===== src/rtl/fsm_seq_pkg.sv =====
// Shared types and defaults for the step sequencer.
package fsm_seq_pkg;

  localparam int unsigned DEF_DEPTH = 8;
  localparam int unsigned DEF_AW    = 3;

  localparam logic [2:0] ST_IDLE  = 3'd0;
  localparam logic [2:0] ST_TRST  = 3'd1;
  localparam logic [2:0] ST_RUN   = 3'd2;
  localparam logic [2:0] ST_DRAIN = 3'd3;
  localparam logic [2:0] ST_DONE  = 3'd4;

  typedef struct packed {
    logic x;
    logic y;
  } step_t;

endpackage


===== src/rtl/fsm_step_sequencer_if.sv =====
// Program/control and target-side signals of the step sequencer.
interface fsm_step_sequencer_if #(
  parameter int unsigned DEPTH = 8,
  parameter int unsigned AW    = 3
);

  logic              prog_we;
  logic [AW-1:0]     prog_addr;
  logic [1:0]        prog_data;
  logic [AW:0]       len;
  logic              start;
  logic              tgt_rst;
  logic              x_out;
  logic              y_out;
  logic              q_in;
  logic              busy;
  logic              done;
  logic              err;
  logic [DEPTH-1:0]  q_trace;

  modport master (
    output prog_we, prog_addr, prog_data, len, start, q_in,
    input  tgt_rst, x_out, y_out, busy, done, err, q_trace
  );

  modport slave (
    input  prog_we, prog_addr, prog_data, len, start, q_in,
    output tgt_rst, x_out, y_out, busy, done, err, q_trace
  );

endinterface


===== src/rtl/fsm_seq_step_ram.sv =====
// DEPTH x 2 step register file: sync reset, one write port, async read.
module fsm_seq_step_ram
  import fsm_seq_pkg::*;
#(
  parameter int unsigned DEPTH = DEF_DEPTH,
  parameter int unsigned AW    = DEF_AW
) (
  input  logic          clk,
  input  logic          rst,
  input  logic          we,
  input  logic [AW-1:0] waddr,
  input  step_t         wdata,
  input  logic [AW-1:0] raddr,
  output step_t         rdata
);

  step_t mem_q [DEPTH];
  step_t mem_d [DEPTH];

  // Next memory contents: single write port.
  always_comb begin
    mem_d = mem_q;
    if (we) mem_d[waddr] = wdata;
  end

  // Storage with synchronous clear.
  always_ff @(posedge clk) begin
    if (rst) begin
      for (int i = 0; i < int'(DEPTH); i++) mem_q[i] <= '0;
    end else begin
      mem_q <= mem_d;
    end
  end

  assign rdata = mem_q[raddr];

endmodule


===== src/rtl/fsm_step_sequencer.sv =====
// Bring-up controller: replays programmed (x,y) steps into a target FSM
// after pulsing its reset, and records the target's q per step.
module fsm_step_sequencer
  import fsm_seq_pkg::*;
#(
  parameter int unsigned DEPTH = DEF_DEPTH,
  parameter int unsigned AW    = DEF_AW
) (
  input logic               Clk,
  input logic               Rst,
  fsm_step_sequencer_if.slave bus
);

  logic [2:0]       state_q, state_d;
  logic [AW-1:0]    idx_q, idx_d;
  logic [AW:0]      len_q, len_d;
  logic             tgt_rst_q, tgt_rst_d;
  logic             x_out_q, x_out_d;
  logic             y_out_q, y_out_d;
  logic             busy_q, busy_d;
  logic             done_q, done_d;
  logic             err_q, err_d;
  logic [DEPTH-1:0] q_trace_q, q_trace_d;

  logic             mem_we;
  logic [AW-1:0]    rd_addr;
  step_t            rd_step;
  logic             len_legal;
  logic             last_step;
  logic [AW-1:0]    last_idx;

  // Program writes are only honoured while idle.
  assign mem_we    = bus.prog_we && (state_q == ST_IDLE);
  assign len_legal = (bus.len != '0) && (bus.len <= (AW+1)'(DEPTH));
  assign last_step = ({1'b0, idx_q} == (len_q - (AW+1)'(1)));
  assign last_idx  = AW'(len_q - (AW+1)'(1));

  fsm_seq_step_ram #(
    .DEPTH (DEPTH),
    .AW    (AW)
  ) u_ram (
    .clk   (Clk),
    .rst   (Rst),
    .we    (mem_we),
    .waddr (bus.prog_addr),
    .wdata (step_t'(bus.prog_data)),
    .raddr (rd_addr),
    .rdata (rd_step)
  );

  // Next-state and registered-output logic; rd_addr selects the step driven next cycle.
  always_comb begin
    state_d   = state_q;
    idx_d     = idx_q;
    len_d     = len_q;
    tgt_rst_d = 1'b0;
    x_out_d   = 1'b0;
    y_out_d   = 1'b0;
    busy_d    = busy_q;
    done_d    = 1'b0;
    err_d     = err_q;
    q_trace_d = q_trace_q;
    rd_addr   = '0;

    case (state_q)
      ST_IDLE: begin
        if (bus.start) begin
          if (len_legal) begin
            state_d   = ST_TRST;
            len_d     = bus.len;
            idx_d     = '0;
            q_trace_d = '0;
            err_d     = 1'b0;
            busy_d    = 1'b1;
            tgt_rst_d = 1'b1;
          end else begin
            err_d = 1'b1;
          end
        end
      end
      ST_TRST: begin
        state_d = ST_RUN;
        idx_d   = '0;
        rd_addr = '0;
        x_out_d = rd_step.x;
        y_out_d = rd_step.y;
      end
      ST_RUN: begin
        // q for the previous step is valid now (one edge into, one edge out of the target).
        if (idx_q != '0) q_trace_d[idx_q - AW'(1)] = bus.q_in;
        if (last_step) begin
          state_d = ST_DRAIN;
        end else begin
          idx_d   = idx_q + AW'(1);
          rd_addr = idx_q + AW'(1);
          x_out_d = rd_step.x;
          y_out_d = rd_step.y;
        end
      end
      ST_DRAIN: begin
        q_trace_d[last_idx] = bus.q_in;
        state_d = ST_DONE;
        done_d  = 1'b1;
        busy_d  = 1'b0;
      end
      ST_DONE: begin
        state_d = ST_IDLE;
      end
      default: begin
        state_d = ST_IDLE;
        busy_d  = 1'b0;
      end
    endcase
  end

  // State and output registers with synchronous reset.
  always_ff @(posedge Clk) begin
    if (Rst) begin
      state_q   <= ST_IDLE;
      idx_q     <= '0;
      len_q     <= '0;
      tgt_rst_q <= 1'b0;
      x_out_q   <= 1'b0;
      y_out_q   <= 1'b0;
      busy_q    <= 1'b0;
      done_q    <= 1'b0;
      err_q     <= 1'b0;
      q_trace_q <= '0;
    end else begin
      state_q   <= state_d;
      idx_q     <= idx_d;
      len_q     <= len_d;
      tgt_rst_q <= tgt_rst_d;
      x_out_q   <= x_out_d;
      y_out_q   <= y_out_d;
      busy_q    <= busy_d;
      done_q    <= done_d;
      err_q     <= err_d;
      q_trace_q <= q_trace_d;
    end
  end

  assign bus.tgt_rst = tgt_rst_q;
  assign bus.x_out   = x_out_q;
  assign bus.y_out   = y_out_q;
  assign bus.busy    = busy_q;
  assign bus.done    = done_q;
  assign bus.err     = err_q;
  assign bus.q_trace = q_trace_q;

endmodule


===== src/flat_wrapper.sv =====
// flat-port wrapper written by rule: the top's interface ports become plain ports
module fsm_step_sequencer_flat import fsm_seq_pkg::*;
#(
  parameter int unsigned DEPTH = DEF_DEPTH,
  parameter int unsigned AW    = DEF_AW
)
  (Clk, Rst, bus_prog_we, bus_prog_addr, bus_prog_data, bus_len, bus_start, bus_q_in, bus_tgt_rst, bus_x_out, bus_y_out, bus_busy, bus_done, bus_err, bus_q_trace);
  fsm_step_sequencer_if #(.DEPTH(DEPTH), .AW(AW)) bus_i ();
  input logic Clk;
  input logic Rst;
  input wire logic [$bits(bus_i.prog_we)-1:0] bus_prog_we;
  input wire logic [$bits(bus_i.prog_addr)-1:0] bus_prog_addr;
  input wire logic [$bits(bus_i.prog_data)-1:0] bus_prog_data;
  input wire logic [$bits(bus_i.len)-1:0] bus_len;
  input wire logic [$bits(bus_i.start)-1:0] bus_start;
  input wire logic [$bits(bus_i.q_in)-1:0] bus_q_in;
  output wire logic [$bits(bus_i.tgt_rst)-1:0] bus_tgt_rst;
  output wire logic [$bits(bus_i.x_out)-1:0] bus_x_out;
  output wire logic [$bits(bus_i.y_out)-1:0] bus_y_out;
  output wire logic [$bits(bus_i.busy)-1:0] bus_busy;
  output wire logic [$bits(bus_i.done)-1:0] bus_done;
  output wire logic [$bits(bus_i.err)-1:0] bus_err;
  output wire logic [$bits(bus_i.q_trace)-1:0] bus_q_trace;
  assign bus_i.prog_we = bus_prog_we;
  assign bus_i.prog_addr = bus_prog_addr;
  assign bus_i.prog_data = bus_prog_data;
  assign bus_i.len = bus_len;
  assign bus_i.start = bus_start;
  assign bus_i.q_in = bus_q_in;
  assign bus_tgt_rst = bus_i.tgt_rst;
  assign bus_x_out = bus_i.x_out;
  assign bus_y_out = bus_i.y_out;
  assign bus_busy = bus_i.busy;
  assign bus_done = bus_i.done;
  assign bus_err = bus_i.err;
  assign bus_q_trace = bus_i.q_trace;
  fsm_step_sequencer #(.DEPTH(DEPTH), .AW(AW)) u_core (.Clk(Clk), .Rst(Rst), .bus(bus_i));
endmodule

===== config.mk =====
export PLATFORM = sky130hd
export DESIGN_NAME = fsm_step_sequencer_flat
export DESIGN_NICKNAME = d
export VERILOG_FILES = /design/src/rtl/fsm_seq_pkg.sv /design/src/rtl/fsm_step_sequencer_if.sv /design/src/rtl/fsm_seq_step_ram.sv /design/src/rtl/fsm_step_sequencer.sv /design/src/flat_wrapper.sv
export SDC_FILE = /design/constraint.sdc
export NUM_CORES = 1
export LEC_CHECK = 0
export BUFFER_PORTS_ARGS = -buffer_cell sky130_fd_sc_hd__buf_2
export CAP_MARGIN = 20
export CORE_ASPECT_RATIO = 1.4
export CORE_MARGIN = 10
export CORE_UTILIZATION = 58
export DETAILED_ROUTE_END_ITERATION = 7
export HOLD_SLACK_MARGIN = 0.06
export PLACE_DENSITY = 0.8
export SKIP_LAST_GASP = 1
export SLEW_MARGIN = 20
export SYNTH_ARGS = -nofsm -noshare
export SYNTH_HDL_FRONTEND = slang
export SYNTH_SLANG_ARGS = --single-unit

===== constraint.sdc =====
create_clock -name Clk -period 3.3 [get_ports Clk]
set_clock_uncertainty 0.05 [all_clocks]
set_input_delay 0.66 -clock Clk [delete_from_list [all_inputs] [get_ports Clk]]
set_output_delay 0.66 -clock Clk [all_outputs]
set_load 0.02 [all_outputs]

======== Word level (Yosys, flattened, before mapping) ========
Cells that the tools add are included.
word-level totals
  logic and storage cells ................. 106
  bits of input ports ..................... 14
  bits in registers ....................... 40
cells by class
  order comparisons ....................... 8
  multiplexer cells ....................... 36
  bitwise operators ....................... 5
  reductions and logical operators ........ 18
  $add $sub $neg .......................... 3
  equality and inequality tests ........... 10
operators with widths
  cell                                                         number
  2-to-1 mux 3 bit                                             8
  2-to-1 mux 8 bit                                             3
  one-hot mux 8 bit (3 select lines)                           1
  bitwise mux 16 bit                                           1
  bitwise mux 8 bit                                            2
  one-hot mux 3 bit (4 select lines)                           1
  2-to-1 mux 1 bit                                             9
  one-hot mux 3 bit (3 select lines)                           1
  AND reduction 3 bit                                          3
  nonzero test 3 bit                                           3
  >= comparator 4 bit (second input constant)                  2
  less-than comparator 3 x 4 -> 1 bit (second input constant)  2
  inverter 3 -> 4 bit                                          2
  AND reduction 4 bit                                          2
  binary-select mux 2 bit (select 3 bit)                       1
  demux 1 bit (select 3 bit)                                   2
  demux 2 bit (select 3 bit)                                   1
  == test 3 x 2 -> 1 bit (second input constant)               2
  >= comparator 3 x 1 -> 1 bit (second input constant)         2
  2-to-1 mux 2 bit                                             3
  != test 2 x 1 -> 1 bit (second input constant)               3
  one-hot mux 1 bit (2 select lines)                           3
  OR reduction 3 bit                                           2
  logical AND 1 bit                                            5
  13 further kinds                                             16

======== Depth between registers and ports, before layout ========
  depth in word-level cells ............... 10
  mapped depth ............................ 11
  gate-level depth less buffers ........... 7

======== Cells and area by module ========
From an unflattened synthesis, not the netlist that was laid out.
unflattened totals
  cells, all modules ...................... 224
  area, all modules ....................... 2132.0 µm²
modules (own cells, without submodules)
  module              sequential area each (µm²)  area each (µm²)  cells each  times used
  fsm_step_sequencer  480.5                       1363.8           158         1
  fsm_seq_step_ram    320.3                       768.2            66          1

======== Worst setup path after synthesis ========
No wires, ideal clock.
  kind .................................... register to register
  from .................................... register u_core.idx_q[0]
  to ...................................... register u_core.x_out_q, in the netlist u_core.bus.x_out
  buffers on the path ..................... 4
  data required time ...................... 3.127 ns
  library setup time ...................... 0.123 ns
  stages on the path, launching flop included .. 12
  data arrival time ....................... 2.342 ns
  path slack .............................. 0.785 ns
  clock period less this slack ............ 2.515 ns
  path through ............................ dfxtp_1 > clkbuf_1 > clkbuf_1 > inv_1 > ha_1 > clkbuf_1 > clkbuf_1 > o21ba_2 > nor2_1 > o21ai_0 > a22oi_1 > o22ai_1
on the way
  longest elaborated chain between the ends .. 9
RTL lines
  element                                                                line                                                text
  start: declaration                                                     fsm_step_sequencer.sv:15                            logic [AW-1:0] idx_q, idx_d;
  start signal: assignment                                               fsm_step_sequencer.sv:131                           idx_q <= idx_d;
  adder 3 x 1 -> 3 bit / == test 3 x 4 -> 1 bit (equally long branches)  fsm_step_sequencer.sv:95, fsm_step_sequencer.sv:35
  2-to-1 mux 3 bit                                                       fsm_step_sequencer.sv:91                            if (last_step) begin
  2-to-1 mux 3 bit                                                       fsm_step_sequencer.sv:65                            case (state_q)
  inverter 3 -> 4 bit (not written as such)                              fsm_seq_step_ram.sv:35                              assign rdata = mem_q[raddr];
  binary-select mux 2 bit (select 3 bit)                                 fsm_seq_step_ram.sv:35
  2-to-1 mux 2 bit (not written as such) (2 in a row)                    fsm_seq_step_ram.sv:35
  2-to-1 mux 1 bit                                                       fsm_step_sequencer.sv:91
  one-hot mux 1 bit (2 select lines) (*)                                 fsm_step_sequencer.sv:65
  end signal: assignment                                                 fsm_step_sequencer.sv:134                           x_out_q <= x_out_d;
  end: declaration                                                       fsm_step_sequencer.sv:18                            logic x_out_q, x_out_d;
Mark *: on every way between the ends. The rest lies on a longest branch, timed or not. The select of a mux whose other input is x is not followed.
A chain may end at the register's enable or synchronous reset.

======== Final worst setup path ========
  from .................................... register u_core.len_q[0]
  to ...................................... register u_core.y_out_q, in the netlist u_core.bus.y_out
on the way
  longest elaborated chain between the ends .. 10
RTL lines
  element                                              line                       text
  start: declaration                                   fsm_step_sequencer.sv:16   logic [AW:0] len_q, len_d;
  start signal: assignment                             fsm_step_sequencer.sv:132  len_q <= len_d;
  subtractor 4 x 1 -> 4 bit (*)                        fsm_step_sequencer.sv:35   assign last_step = ({1'b0, idx_q} == (len_q - (AW+1)'(1)));
  == test 3 x 4 -> 1 bit (*)                           fsm_step_sequencer.sv:35
  2-to-1 mux 3 bit                                     fsm_step_sequencer.sv:91
  2-to-1 mux 3 bit                                     fsm_step_sequencer.sv:65
  inverter 3 -> 4 bit (not written as such)            fsm_seq_step_ram.sv:35
  binary-select mux 2 bit (select 3 bit)               fsm_seq_step_ram.sv:35
  2-to-1 mux 2 bit (not written as such) (2 in a row)  fsm_seq_step_ram.sv:35
  2-to-1 mux 1 bit                                     fsm_step_sequencer.sv:91
  one-hot mux 1 bit (2 select lines) (*)               fsm_step_sequencer.sv:65
  end signal: assignment                               fsm_step_sequencer.sv:135  y_out_q <= y_out_d;
  end: declaration                                     fsm_step_sequencer.sv:19   logic y_out_q, y_out_d;
Marks and branches as above.

==> run summary <==
top post-synthesis cells by count: 40 x sky130_fd_sc_hd__dfxtp_1, 38 x sky130_fd_sc_hd__nor2_1, 33 x sky130_fd_sc_hd__mux2i_1
number of clock buffers inserted by TritonCTS: 5
first-pass GRT wire length: 8780 µm
GP Congestion: 0.843
post-synthesis net count: 289
kind of launch point of the worst setup path: flip-flop
Post-synth EDFFs: 0
Longest Clk Path Bufs: 2
share of final-layout standard cells stronger than drive strength 1: 18.7%
async set or reset register ratio after synthesis: 0%
horizontal extent of the die: 73.2 µm
buffering stage count on the worst path with inverters included: 1
instance count along the most critical hold path: 2
# clock sinks: 40
combined area of all synthesized cells: 0.00230 mm²
area used by multi-input combinational logic: 0.00137 mm²
FF/Latch Area: 801 µm²
count of antenna diodes in the layout: 0
achievable frequency: 411 MHz
count of cell types in the netlist: 47
Yosys warning total: 0
number of antenna violations at the first check in global routing: 0
mean cell area of the mapped netlist: 8.47 µm²
Yosys top cell area share: 34.9%
unrepaired setup endpoints after global routing: false
Setup Buffers After CTS: 0
root cell of the clock tree: sky130_fd_sc_hd__clkbuf_8
endpoint arrival time on the critical path: 2.61 ns
setup slack after placement: 0.639 ns
Core Rows: 27
CP Data Required Time: 3.47 ns
initial DRC count: 134
max-cap violation count: 0
mean number of vias per cell: 5.93
Crit. End Element: flip-flop
final hold violation count: 0
DRT Pass-1 Iters: 4
worst setup slack for register-to-register paths: 0.86 ns
leading cell type by number of instances after synthesis: sky130_fd_sc_hd__dfxtp_1
Layout Nets: 306
number of global-route vias before repair: 1,934
Tmin final: 2.44 ns
category of the critical setup timing path: flip-flop to flip-flop
critical path's top delay family: compound AO/OA/AOI/OAI gates
Clk pin slew, worst setup/hold paths: 0.08 ns
Layout Area Growth over Synthesis: 9.43%
clock latency of the later-clocked register in the worst-skew pair: 0.30 ns
critical register-to-register path endpoint: u_core.bus.y_out
power density normalized to cell area: 455 mW/mm²
Final Slew Violations: 0
maximum fanout count along the critical path: 11
worst hold path class: flip-flop to flip-flop
count of input and output buffers: 27
post-synthesis cell count: 271
cell-by-cell trace of the critical path: inv_1, ha_1, xnor3_1, a22oi_2, o21ai_2, or4_4, o22ai_1
initial standard-cell utilization of the core: 59.1%
num ports: 28
die boundary height: 94.4 µm
start point of the worst min-delay path: u_core.u_ram.mem_q[12]
# fillers: 345
total routed wirelength: 5170 µm
Detailed Place HPWL: 3670 µm
flip-flop and latch count after synthesis: 40
total setup violations reported at the end of the flow: 0
peak per-stage delay on the critical path: 0.54 ns
CTS tree: yes
measured slew at the worst slew-check pin: 1.07 ns
global routing usage summed across all routing layers: 15.5%
Std-Cell Core Area: 0.00388 mm²
status: finished clean
biggest area consumer among synthesized cells: sky130_fd_sc_hd__dfxtp_1
Final ANT Viol Nets: 0
hold buffer count at cts: 0
Post-route DRC: 0
peak supply drop: 480 µV
worst-path cell with the longest stage delay: sky130_fd_sc_hd__dfxtp_1
overall overflow remaining after global route: 0
post-cts resize count: 0
total die area: 0.00691 mm²
relative slew slack: 28.4%
largest cells by area after synthesis: sky130_fd_sc_hd__dfxtp_1 35%, sky130_fd_sc_hd__mux2i_1 14%, sky130_fd_sc_hd__nor2_1 6.2%
via count: 1,969
mean routed wirelength per cell: 15.6 µm
FF-to-FF path depth: 7
hold path endpoint: u_core.u_ram.mem_q[12]
post-layout worst setup margin: 0.865 ns
flip-flop cell with the highest count after synthesis: sky130_fd_sc_hd__dfxtp_1
launch instance of the worst register-to-register path: u_core.len_q[0]
maximum number of pins on one net before global-route repair: 41
H-tree depth reported by CTS: 2
part of the Yosys area used for sequential elements: 34.9%
Final TNS setup: 0 ns
leakage: 1.04 nW
share of the clock period used by the worst path: 73.8%
Power Total: 1.14 mW
[tightest hold or removal path, delay by kind of cell (launching register included)]
family	cells	cell delay [ns]
AO/OA/AOI/OAI	1	0.05
AND/OR/NAND/NOR	1	0.05
flip-flops	1	0.32
[cells by family (layout without fill, tap and decap cells)]
family / count (synthesis) / after routing / share of synthesized area (%)
muxes: 33 / 33 / 14.4
DFF: 40 / 40 / 34.9
adders and majority gates: 4 / 4 / 2.18
xor gates and xnor gates: 9 / 9 / 4.03
and+or+nand+nor: 105 / 105 / 22.1
AOI/OAI and AO/OA: 53 / 53 / 16.8
buffers and inverters: 27 / 45 / 5.61
[worst max path at each step]
stage               slack, ns  cells past startpoint            start                     to
global placement         0.69                      6       bus_len[0]  u_core.bus.q_trace[2]
CTS                      0.87                      7  u_core.len_q[0]       u_core.bus.y_out
detailed placement       0.64                      6       bus_len[0]  u_core.bus.q_trace[3]
floorplan                0.79                     11  u_core.idx_q[0]       u_core.bus.x_out
finish                   0.86                      7  u_core.len_q[0]       u_core.bus.y_out
global route             0.71                      7  u_core.len_q[0]       u_core.bus.y_out
[final cells by class]
| cell class | instances | share of cell area, % |
|---|---|---|
| tap | 43 | 2.14 |
| multi-input combinational | 204 | 54.4 |
| sequential | 40 | 31.9 |
| clock inverter | 3 | 1.69 |
| clock buffer | 5 | 2.74 |
| inverter | 8 | 1.20 |
| timing repair buffer | 29 | 5.98 |
[where the power goes]
group          total, mW  internal (mW)  leakage (nW)  switching [mW]
combinational      0.219         0.0899         0.663           0.129
sequential         0.524          0.503         0.325          0.0212
clock              0.401          0.224        0.0541           0.177
[metal layers]
layer	GRT usage, %	routed length [µm]
met1	16.8	2180
met2	27.0	2690
met4	7.62	104
met5	0	0
met3	3.78	199
[flip-flops by register name, indices dropped and copies added (netlist names)]
signal	count
u_core.u_ram.mem_q	16
u_core.bus.q_trace	8
u_core.len_q	4
u_core.idx_q	3
u_core.state_q	3
u_core.bus.busy	1
u_core.bus.done	1
u_core.bus.err	1
u_core.bus.tgt_rst	1
u_core.bus.x_out	1
u_core.bus.y_out	1
[through the flow]
| step | instances | hold slack [ns] | utilization (%) | area, µm² |
|---|---|---|---|---|
| 2_1_floorplan | 271 | 0.386 | - | 2300 |
| 3_3_place_gp | 324 | 0.396 | 61.8 | 2400 |
| 3_5_place_dp | 324 | 0.404 | 61.8 | 2400 |
| 4_1_cts | 332 | 0.416 | 64.7 | 2510 |
| 5_1_grt | 332 | 0.439 | 64.7 | 2510 |
| 6_report | 332 | 0.412 | 64.7 | 2510 |
[layout by cell type, fill, tap and decap left out, types with 5 or more instances in the layout]
master,count
sky130_fd_sc_hd__nand2_1,15
sky130_fd_sc_hd__nor2_1,38
sky130_fd_sc_hd__o221a_2,8
sky130_fd_sc_hd__nand2b_1,5
sky130_fd_sc_hd__nor3_1,17
sky130_fd_sc_hd__buf_2,27
sky130_fd_sc_hd__dfxtp_1,40
sky130_fd_sc_hd__nand3_1,13
sky130_fd_sc_hd__o21ai_0,11
sky130_fd_sc_hd__a21oi_1,12
sky130_fd_sc_hd__inv_1,8
sky130_fd_sc_hd__clkbuf_8,5
sky130_fd_sc_hd__mux2i_1,33
Note: power is estimated with default switching activity, not from simulation.
